`config.mk`:
```
export PLATFORM = sky130hd
export DESIGN_NAME = serial_adder_ctrl
export DESIGN_NICKNAME = d
export VERILOG_FILES = /design/src/rtl/serial_adder_ctrl.sv
export SDC_FILE = /design/constraint.sdc
export NUM_CORES = 1
export LEC_CHECK = 0
export BUFFER_PORTS_ARGS = -buffer_cell sky130_fd_sc_hd__buf_2
export CAP_MARGIN = 0
export CORE_UTILIZATION = 40
export CTS_BUF_LIST = sky130_fd_sc_hd__clkbuf_16
export CTS_CLUSTER_DIAMETER = 30
export DETAILED_ROUTE_END_ITERATION = 8
export PLACE_DENSITY = 0.66
export SKIP_LAST_GASP = 1
export SYNTH_ARGS = -nofsm -noshare
export SYNTH_HDL_FRONTEND = slang
export SYNTH_SLANG_ARGS = --single-unit
```
`constraint.sdc`:
```
create_clock -name clk -period 3.2 [get_ports clk]
set_clock_uncertainty 0.1 [all_clocks]
set_input_delay 0.64 -clock clk [delete_from_list [all_inputs] [get_ports clk]]
set_output_delay 0.64 -clock clk [all_outputs]
set_load 0.1 [all_outputs]
```
`src/rtl/serial_adder_ctrl.sv`:
```
// Bit-serial adder with valid/ready handshake: one full adder, LSB first, one bit per clock.
// Define SERIAL_ADDER_SUB_EN to add the `sub` input (a - b via stored ~b and carry-in forced to 1).

module full_adder (
    input  logic a,
    input  logic b,
    input  logic ci,
    output logic s,
    output logic co
);
    assign s  = a ^ b ^ ci;
    assign co = (a & b) | (ci & (a ^ b));
endmodule

module serial_adder_ctrl #(
    parameter int WIDTH = 8
) (
    input  logic             clk,
    input  logic             rst,
    input  logic             in_valid,
    output logic             in_ready,
    input  logic [WIDTH-1:0] a,
    input  logic [WIDTH-1:0] b,
    input  logic             cin,
    output logic             out_valid,
    input  logic             out_ready,
    output logic [WIDTH-1:0] sum,
    output logic             cout,
    output logic             busy
`ifdef SERIAL_ADDER_SUB_EN
    ,
    input  logic             sub
`endif
);
    localparam int CW = $clog2(WIDTH) + 1;

    typedef enum logic [1:0] {IDLE, RUN, DONE} state_e;

    state_e           state_q, state_d;
    logic [WIDTH-1:0] a_q, a_d;
    logic [WIDTH-1:0] b_q, b_d;
    logic [WIDTH-1:0] sum_q, sum_d;
    logic             carry_q, carry_d;
    logic             cout_q, cout_d;
    logic [CW-1:0]    cnt_q, cnt_d;

    logic             fa_s, fa_co;
    logic             accept;
    logic             last_bit;
    logic [WIDTH-1:0] b_load;
    logic             carry_load;

    full_adder u_fa (
        .a  (a_q[0]),
        .b  (b_q[0]),
        .ci (carry_q),
        .s  (fa_s),
        .co (fa_co)
    );

    always_comb begin
        accept   = in_valid && (state_q == IDLE);
        last_bit = (cnt_q == CW'(WIDTH - 1));
    end

`ifdef SERIAL_ADDER_SUB_EN
    always_comb begin
        b_load     = sub ? ~b : b;
        carry_load = sub ? 1'b1 : cin;
    end
`else
    always_comb begin
        b_load     = b;
        carry_load = cin;
    end
`endif

    // FSM: state register
    always_ff @(posedge clk) begin
        if (rst) begin
            state_q <= IDLE;
        end else begin
            state_q <= state_d;
        end
    end

    // FSM: next state
    always_comb begin
        state_d = state_q;
        case (state_q)
            IDLE:    if (accept) state_d = RUN;
            RUN:     if (last_bit) state_d = DONE;
            DONE:    if (out_ready) state_d = IDLE;
            default: state_d = IDLE;
        endcase
    end

    // FSM: outputs
    always_comb begin
        in_ready  = (state_q == IDLE);
        out_valid = (state_q == DONE);
        busy      = (state_q != IDLE);
    end

    always_comb begin
        a_d     = a_q;
        b_d     = b_q;
        sum_d   = sum_q;
        carry_d = carry_q;
        cout_d  = cout_q;
        cnt_d   = cnt_q;
        if (accept) begin
            a_d     = a;
            b_d     = b_load;
            carry_d = carry_load;
            cnt_d   = '0;
            sum_d   = '0;
        end else if (state_q == RUN) begin
            // Sum fills from the MSB so bit 0 lands in sum[0] after WIDTH shifts.
            a_d     = a_q >> 1;
            b_d     = b_q >> 1;
            sum_d   = {fa_s, sum_q[WIDTH-1:1]};
            carry_d = fa_co;
            cnt_d   = cnt_q + CW'(1);
            if (last_bit) begin
                cout_d = fa_co;
            end
        end
    end

    always_ff @(posedge clk) begin
        if (rst) begin
            a_q     <= '0;
            b_q     <= '0;
            sum_q   <= '0;
            carry_q <= 1'b0;
            cout_q  <= 1'b0;
            cnt_q   <= '0;
        end else begin
            a_q     <= a_d;
            b_q     <= b_d;
            sum_q   <= sum_d;
            carry_q <= carry_d;
            cout_q  <= cout_d;
            cnt_q   <= cnt_d;
        end
    end

    always_comb begin
        sum  = sum_q;
        cout = cout_q;
    end

endmodule

```
* Word-level counts from Yosys, hierarchy flattened
Cells that the tools add are included.
** Cells by class
- Equal/unequal tests :: 6
- Mux-type cells :: 10
- $add $sub $neg :: 1
- Bitwise operators :: 6
- Reductions and logical operators :: 7
** Operators with widths (number)
- $mux W8 :: 4
- $mux W2 :: 3
- $pmux W2 S3 :: 1
- $reduce_and A3 Y1 :: 2
- $add A4 B1 Y4 const B :: 1
- $eq A4 B3 Y1 const B :: 1
- $ne A2 B1 Y1 const B :: 2
- $reduce_bool A2 Y1 :: 2
- $and A1 B1 Y1 :: 2
- $eq A2 B1 Y1 const B :: 1
- $eq A2 B2 Y1 const B :: 1
- $logic_not A2 Y1 :: 1
- $mux W1 :: 2
- $ne A2 B2 Y1 const B :: 1
- $reduce_or A2 Y1 :: 1
- $xor A1 B1 Y1 :: 2
- $logic_and A1 B1 Y1 :: 1
- $not A1 Y1 :: 1
- $or A1 B1 Y1 :: 1
** Storage, ports and cells
- Word-level logic and storage cells :: 37
- Register bits :: 32
- Bits of input ports :: 21
- Output and inout port bits :: 12

* Logic depth before layout (Yosys ltp)
- Depth after elaboration :: 5
- Mapped depth :: 5
- Depth with buffers taken out :: 4

* By module
From an unflattened synthesis, not the netlist that was laid out.
** Second synthesis, totals
- Cell total of the unflattened synthesis :: 170
- Area total of the unflattened synthesis :: 1431.4 um^2
** By module, submodules not included
- serial_adder_ctrl :: cells an instance 169, area each 1411.4 um^2, times used 1, seq. area each 640.6 um^2
- full_adder :: cells an instance 1, area each 20.0 um^2, times used 1, seq. area each 0.0 um^2

* Worst setup path before layout
Ideal clock, no wire load.
- Path kind :: flip-flop to output port
- From :: register state_q[0]
- To :: output busy
- Arrival time :: 2824 ps
- Stages on the path, launching flop included :: 5
- Required time :: 2460 ps
- Path buffers :: 2
- Path slack :: -364 ps
- Cell sequence :: dfxtp_1 -> buf_4 -> buf_2 -> nor2_1 -> inv_1
** On the way
- Word-level cells in the longest chain between the ends :: 1
** RTL lines
- from (decl) :: line 39 : state_e state_q, state_d;
- from (signal assigned) :: line 83 : state_q <= state_d;
- $reduce_bool A2 Y1 :: line 102 : busy = (state_q != IDLE);
- to (decl) :: line 29 : output logic busy
No other way between the ends.

* Final worst setup path
- From :: register state_q[1]
- To :: output out_valid
** On the way
- Word-level cells in the longest chain between the ends :: 1
** RTL lines
- $eq A2 B2 Y1 :: line 101 : out_valid = (state_q == DONE);
- to (decl) :: line 25 : output logic out_valid,
No other way between the ends.

==> metrics list <==
- Of the synthesized area, sequential elements account for 0.456.
- Entering global routing, the biggest net connects 23 pins.
* Starting Density: 0.418
- Setup repair after global routing left no endpoint under its margin.
* Sum of net half-perimeters after detailed placement: 2190 µm
- After clock tree synthesis, the clock-pin slew on the worst setup and hold paths is 0.05 ns.
- Summed over all cells, the static leakage comes to 0.726 nW.
- Number of warning messages in the yosys log: 0
- Highest-count cells in the layout ignoring fill and taps: 32 x sky130_fd_sc_hd__dfxtp_1, 32 x sky130_fd_sc_hd__buf_2, 29 x sky130_fd_sc_hd__nor2_1, 21 x sky130_fd_sc_hd__nand2_1, 15 x sky130_fd_sc_hd__a211oi_1
- Insertion delay of the later-clocked pin in the worst-skew pair: 0.27 ns
- STA classifies the critical path endpoint as an output pin.
- Initial antenna violation count: 0
- At the end of routability-driven placement, the weighted congestion stood at 0.748.
- Overall die area: 0.00375 mm²
* Setup violations, final: 0
- The final route contains 1224 vias.
- Crit-path slowest cell: sky130_fd_sc_hd__dfxtp_1
- TritonCTS built the clock tree.
- The area growth from synthesis to layout is 21.5%.
- Total Wirelength: 3160 µm
- Count of boundary I/O pins: 33
* Cell-by-cell trace of the critical path: clkinv_1 > nor2_1 > buf_2
- Worst Path Max Fanout: 11
* Vias per Instance: 5.10
- For this run, design rule violations remaining after detail routing come to 0.
* Post-synthesis cell count: 165
- The smallest clock period supported by the final layout is computed as 2.23 ns.
- The path class of the tightest hold or removal check is flop to flop.
* Antenna Nets Post-Route: 0
- The count of buffers added on input and output ports is 32.
- Max-slew headroom: 0.535
- Total buffers and inverters traversed by the critical path: 2
- Post-route setup TNS: 0 ns
- Final slew viol count: 0
* Actual transition at the worst max-transition pin: 0.696 ns
- Buffers inserted during post-CTS setup optimization: 0
- CP peak stage delay: 0.51 ns
- For this run the aggregate overflow at the end of global routing stands at 0.
- Number of gates given a new drive strength after cts: 0
* Global-route usage over all layers: 0.191
- At the end of the flow the core is filled with cells to 0.507.
- Of the post-synthesis cell area, the dominant cell type holds 0.456.
- Prior to clock tree synthesis, the placed netlist has a worst setup slack of 1.27 ns.
- Max-cap viol count: 0
- Filler instances: 366
- The multi-input combinational cells in the finished layout cover a total of 686 µm².
- Clock root buffer: sky130_fd_sc_hd__clkbuf_16
- Post-synthesis area per instance: 8.52 µm²
* Area of the mapped netlist: 0.00141 mm²
* Wire length of the first global-routing pass: 5130 µm
- Before antenna repair, the detailed router went through 4 iterations.
- Worst Path Class, Setup: flop to output pin
- Counting every sink on the clock net gives 32.
- The die is 61.3 µm wide.
- Of the cells placed in the final design, the portion with a size suffix greater than 1 is 0.227.
- The number of antenna diodes in the final layout is 0.
- The final hold violation count is 0.
- In this run, CTS created clock tree buffers numbering 5.
- The via count of the first global-routing pass came to 1157.
* Final Cycle Share: 0.698
- Leading cell types by total area after synthesis: sky130_fd_sc_hd__dfxtp_1 46%, sky130_fd_sc_hd__a211oi_1 8.0%, sky130_fd_sc_hd__nor2_1 8.0%, sky130_fd_sc_hd__nand2_1 5.6%, sky130_fd_sc_hd__o2bb2ai_1 5.6%
- Kind of start point of the critical path: flop
- At the end of the flow, the number of nets in the layout was 216.
* Post-Synthesis Net Count: 188
- Run status: finished, final reports clean
- Cell taking the most area after synthesis: sky130_fd_sc_hd__dfxtp_1
- Number of placement rows: 21
* Core region area: 0.00336 mm²
- In this run the power density over the cells is 579 mW/mm².
* Max H-tree Level: 2
* Fmax: 0.448 GHz
* Max VDD drop: 0.263 mV
- In the final routed layout, each cell accounts on average for 13.2 µm.
- Required time of the worst setup path: 2.46 ns
- The synthesized design contains 32 register bits.
- Crit path setup slack, layout: 0.966 ns
* Die extent in y: 61.3 µm
- Number of distinct library cell variants in the gate-level netlist after synthesis: 29
- Worst hold margin: 0.367 ns
* Buffers from clock root to sink, at most: 2
- STA puts the critical path data arrival time at 1.49 ns.
- Registers take 641 µm².
- Post-CTS Hold Fix Bufs: 0
- Detailed router's first-iteration violation count: 40
* Cell family with most CP delay: buffers and inverters
cells in the mapped netlist:
cell type / number
sky130_fd_sc_hd__or3_1: 1
sky130_fd_sc_hd__nand2_1: 21
sky130_fd_sc_hd__ha_1: 1
sky130_fd_sc_hd__clkinv_1: 1
sky130_fd_sc_hd__nor2b_1: 2
sky130_fd_sc_hd__o22ai_1: 6
sky130_fd_sc_hd__nand2b_1: 4
sky130_fd_sc_hd__inv_1: 2
sky130_fd_sc_hd__nor3_1: 1
sky130_fd_sc_hd__a21oi_1: 12
sky130_fd_sc_hd__clkbuf_1: 2
sky130_fd_sc_hd__nand3b_1: 1
sky130_fd_sc_hd__fa_1: 1
sky130_fd_sc_hd__buf_2: 8
sky130_fd_sc_hd__or2_2: 1
sky130_fd_sc_hd__nand3_1: 1
sky130_fd_sc_hd__and3b_1: 1
sky130_fd_sc_hd__xor2_1: 1
sky130_fd_sc_hd__nand4b_4: 1
sky130_fd_sc_hd__buf_4: 3
sky130_fd_sc_hd__xnor2_1: 1
sky130_fd_sc_hd__a211oi_1: 15
sky130_fd_sc_hd__nor2_1: 30
sky130_fd_sc_hd__nor3b_1: 1
sky130_fd_sc_hd__or4b_1: 1
sky130_fd_sc_hd__o21ai_0: 3
sky130_fd_sc_hd__o2bb2ai_1: 9
sky130_fd_sc_hd__o21ba_2: 2
sky130_fd_sc_hd__dfxtp_1: 32
metrics by stage:
stage	total power [mW]	instance area (µm²)	cells
2_1_floorplan	0.533	1410	165
3_3_place_gp	0.556	1570	232
3_5_place_dp	0.561	1570	232
4_1_cts	1.00	1710	240
5_1_grt	1.04	1710	240
6_report	0.988	1710	240
kinds of logic (layout without fill, tap and decap cells):
| group | after synthesis | after routing | synth area share |
|---|---|---|---|
| compound gates | 47 | 47 | 0.231 |
| buf+inv | 16 | 45 | 0.0579 |
| flops | 32 | 32 | 0.456 |
| xor+xnor | 2 | 2 | 0.0125 |
| simple gates | 66 | 66 | 0.220 |
| fa+ha+maj | 2 | 2 | 0.0232 |
final cells by class:
cell class	instances	share of cell area
Timing Repair Buffer	34	0.103
Multi-Input combinational cell	117	0.402
Clock inverter	3	0.00660
Inverter	3	0.00660
Sequential cell	32	0.375
Tap cell	46	0.0337
Clock buffer	5	0.0733
power breakdown:
| group | internal, mW | total, mW | switching (mW) | leakage [nW] |
|---|---|---|---|---|
| combinational | 0.0422 | 0.115 | 0.0732 | 0.390 |
| clock | 0.279 | 0.435 | 0.157 | 0.0738 |
| sequential | 0.422 | 0.437 | 0.0156 | 0.262 |
flip-flops by register name, indices dropped and copies added, names as in the netlist:
signal,flops
a_q,8
b_q,8
carry_q,1
cnt_q,4
cout,1
state_q,2
sum,8
worst reg2reg max path, cell delays in order, from the launching register on:
cell and delay (ns):
sky130_fd_sc_hd__dfxtp_1 0.40, sky130_fd_sc_hd__buf_4 0.23, sky130_fd_sc_hd__inv_1 0.38, sky130_fd_sc_hd__o22ai_1 0.18, sky130_fd_sc_hd__a211oi_1 0.24
path summary, 6_finish.rpt:
check	slack, ns	cells past startpoint	start	endpoint
max	0.97	3	state_q[1]	out_valid
max reg2reg	1.59	4	state_q[0]	a_q[0]
min	0.37	2	sum[4]	sum[3]
min reg2reg	0.37	2	sum[4]	sum[3]
routing by layer:
layer  GRT usage  vias up  share of wire
li1            -      629              -
met1       0.208      564           0.45
met2       0.339       25           0.49
met3      0.0672        6          0.045
met4      0.0779        0          0.016
met5           0        -              0
Power figures use the tool's default switching activity.
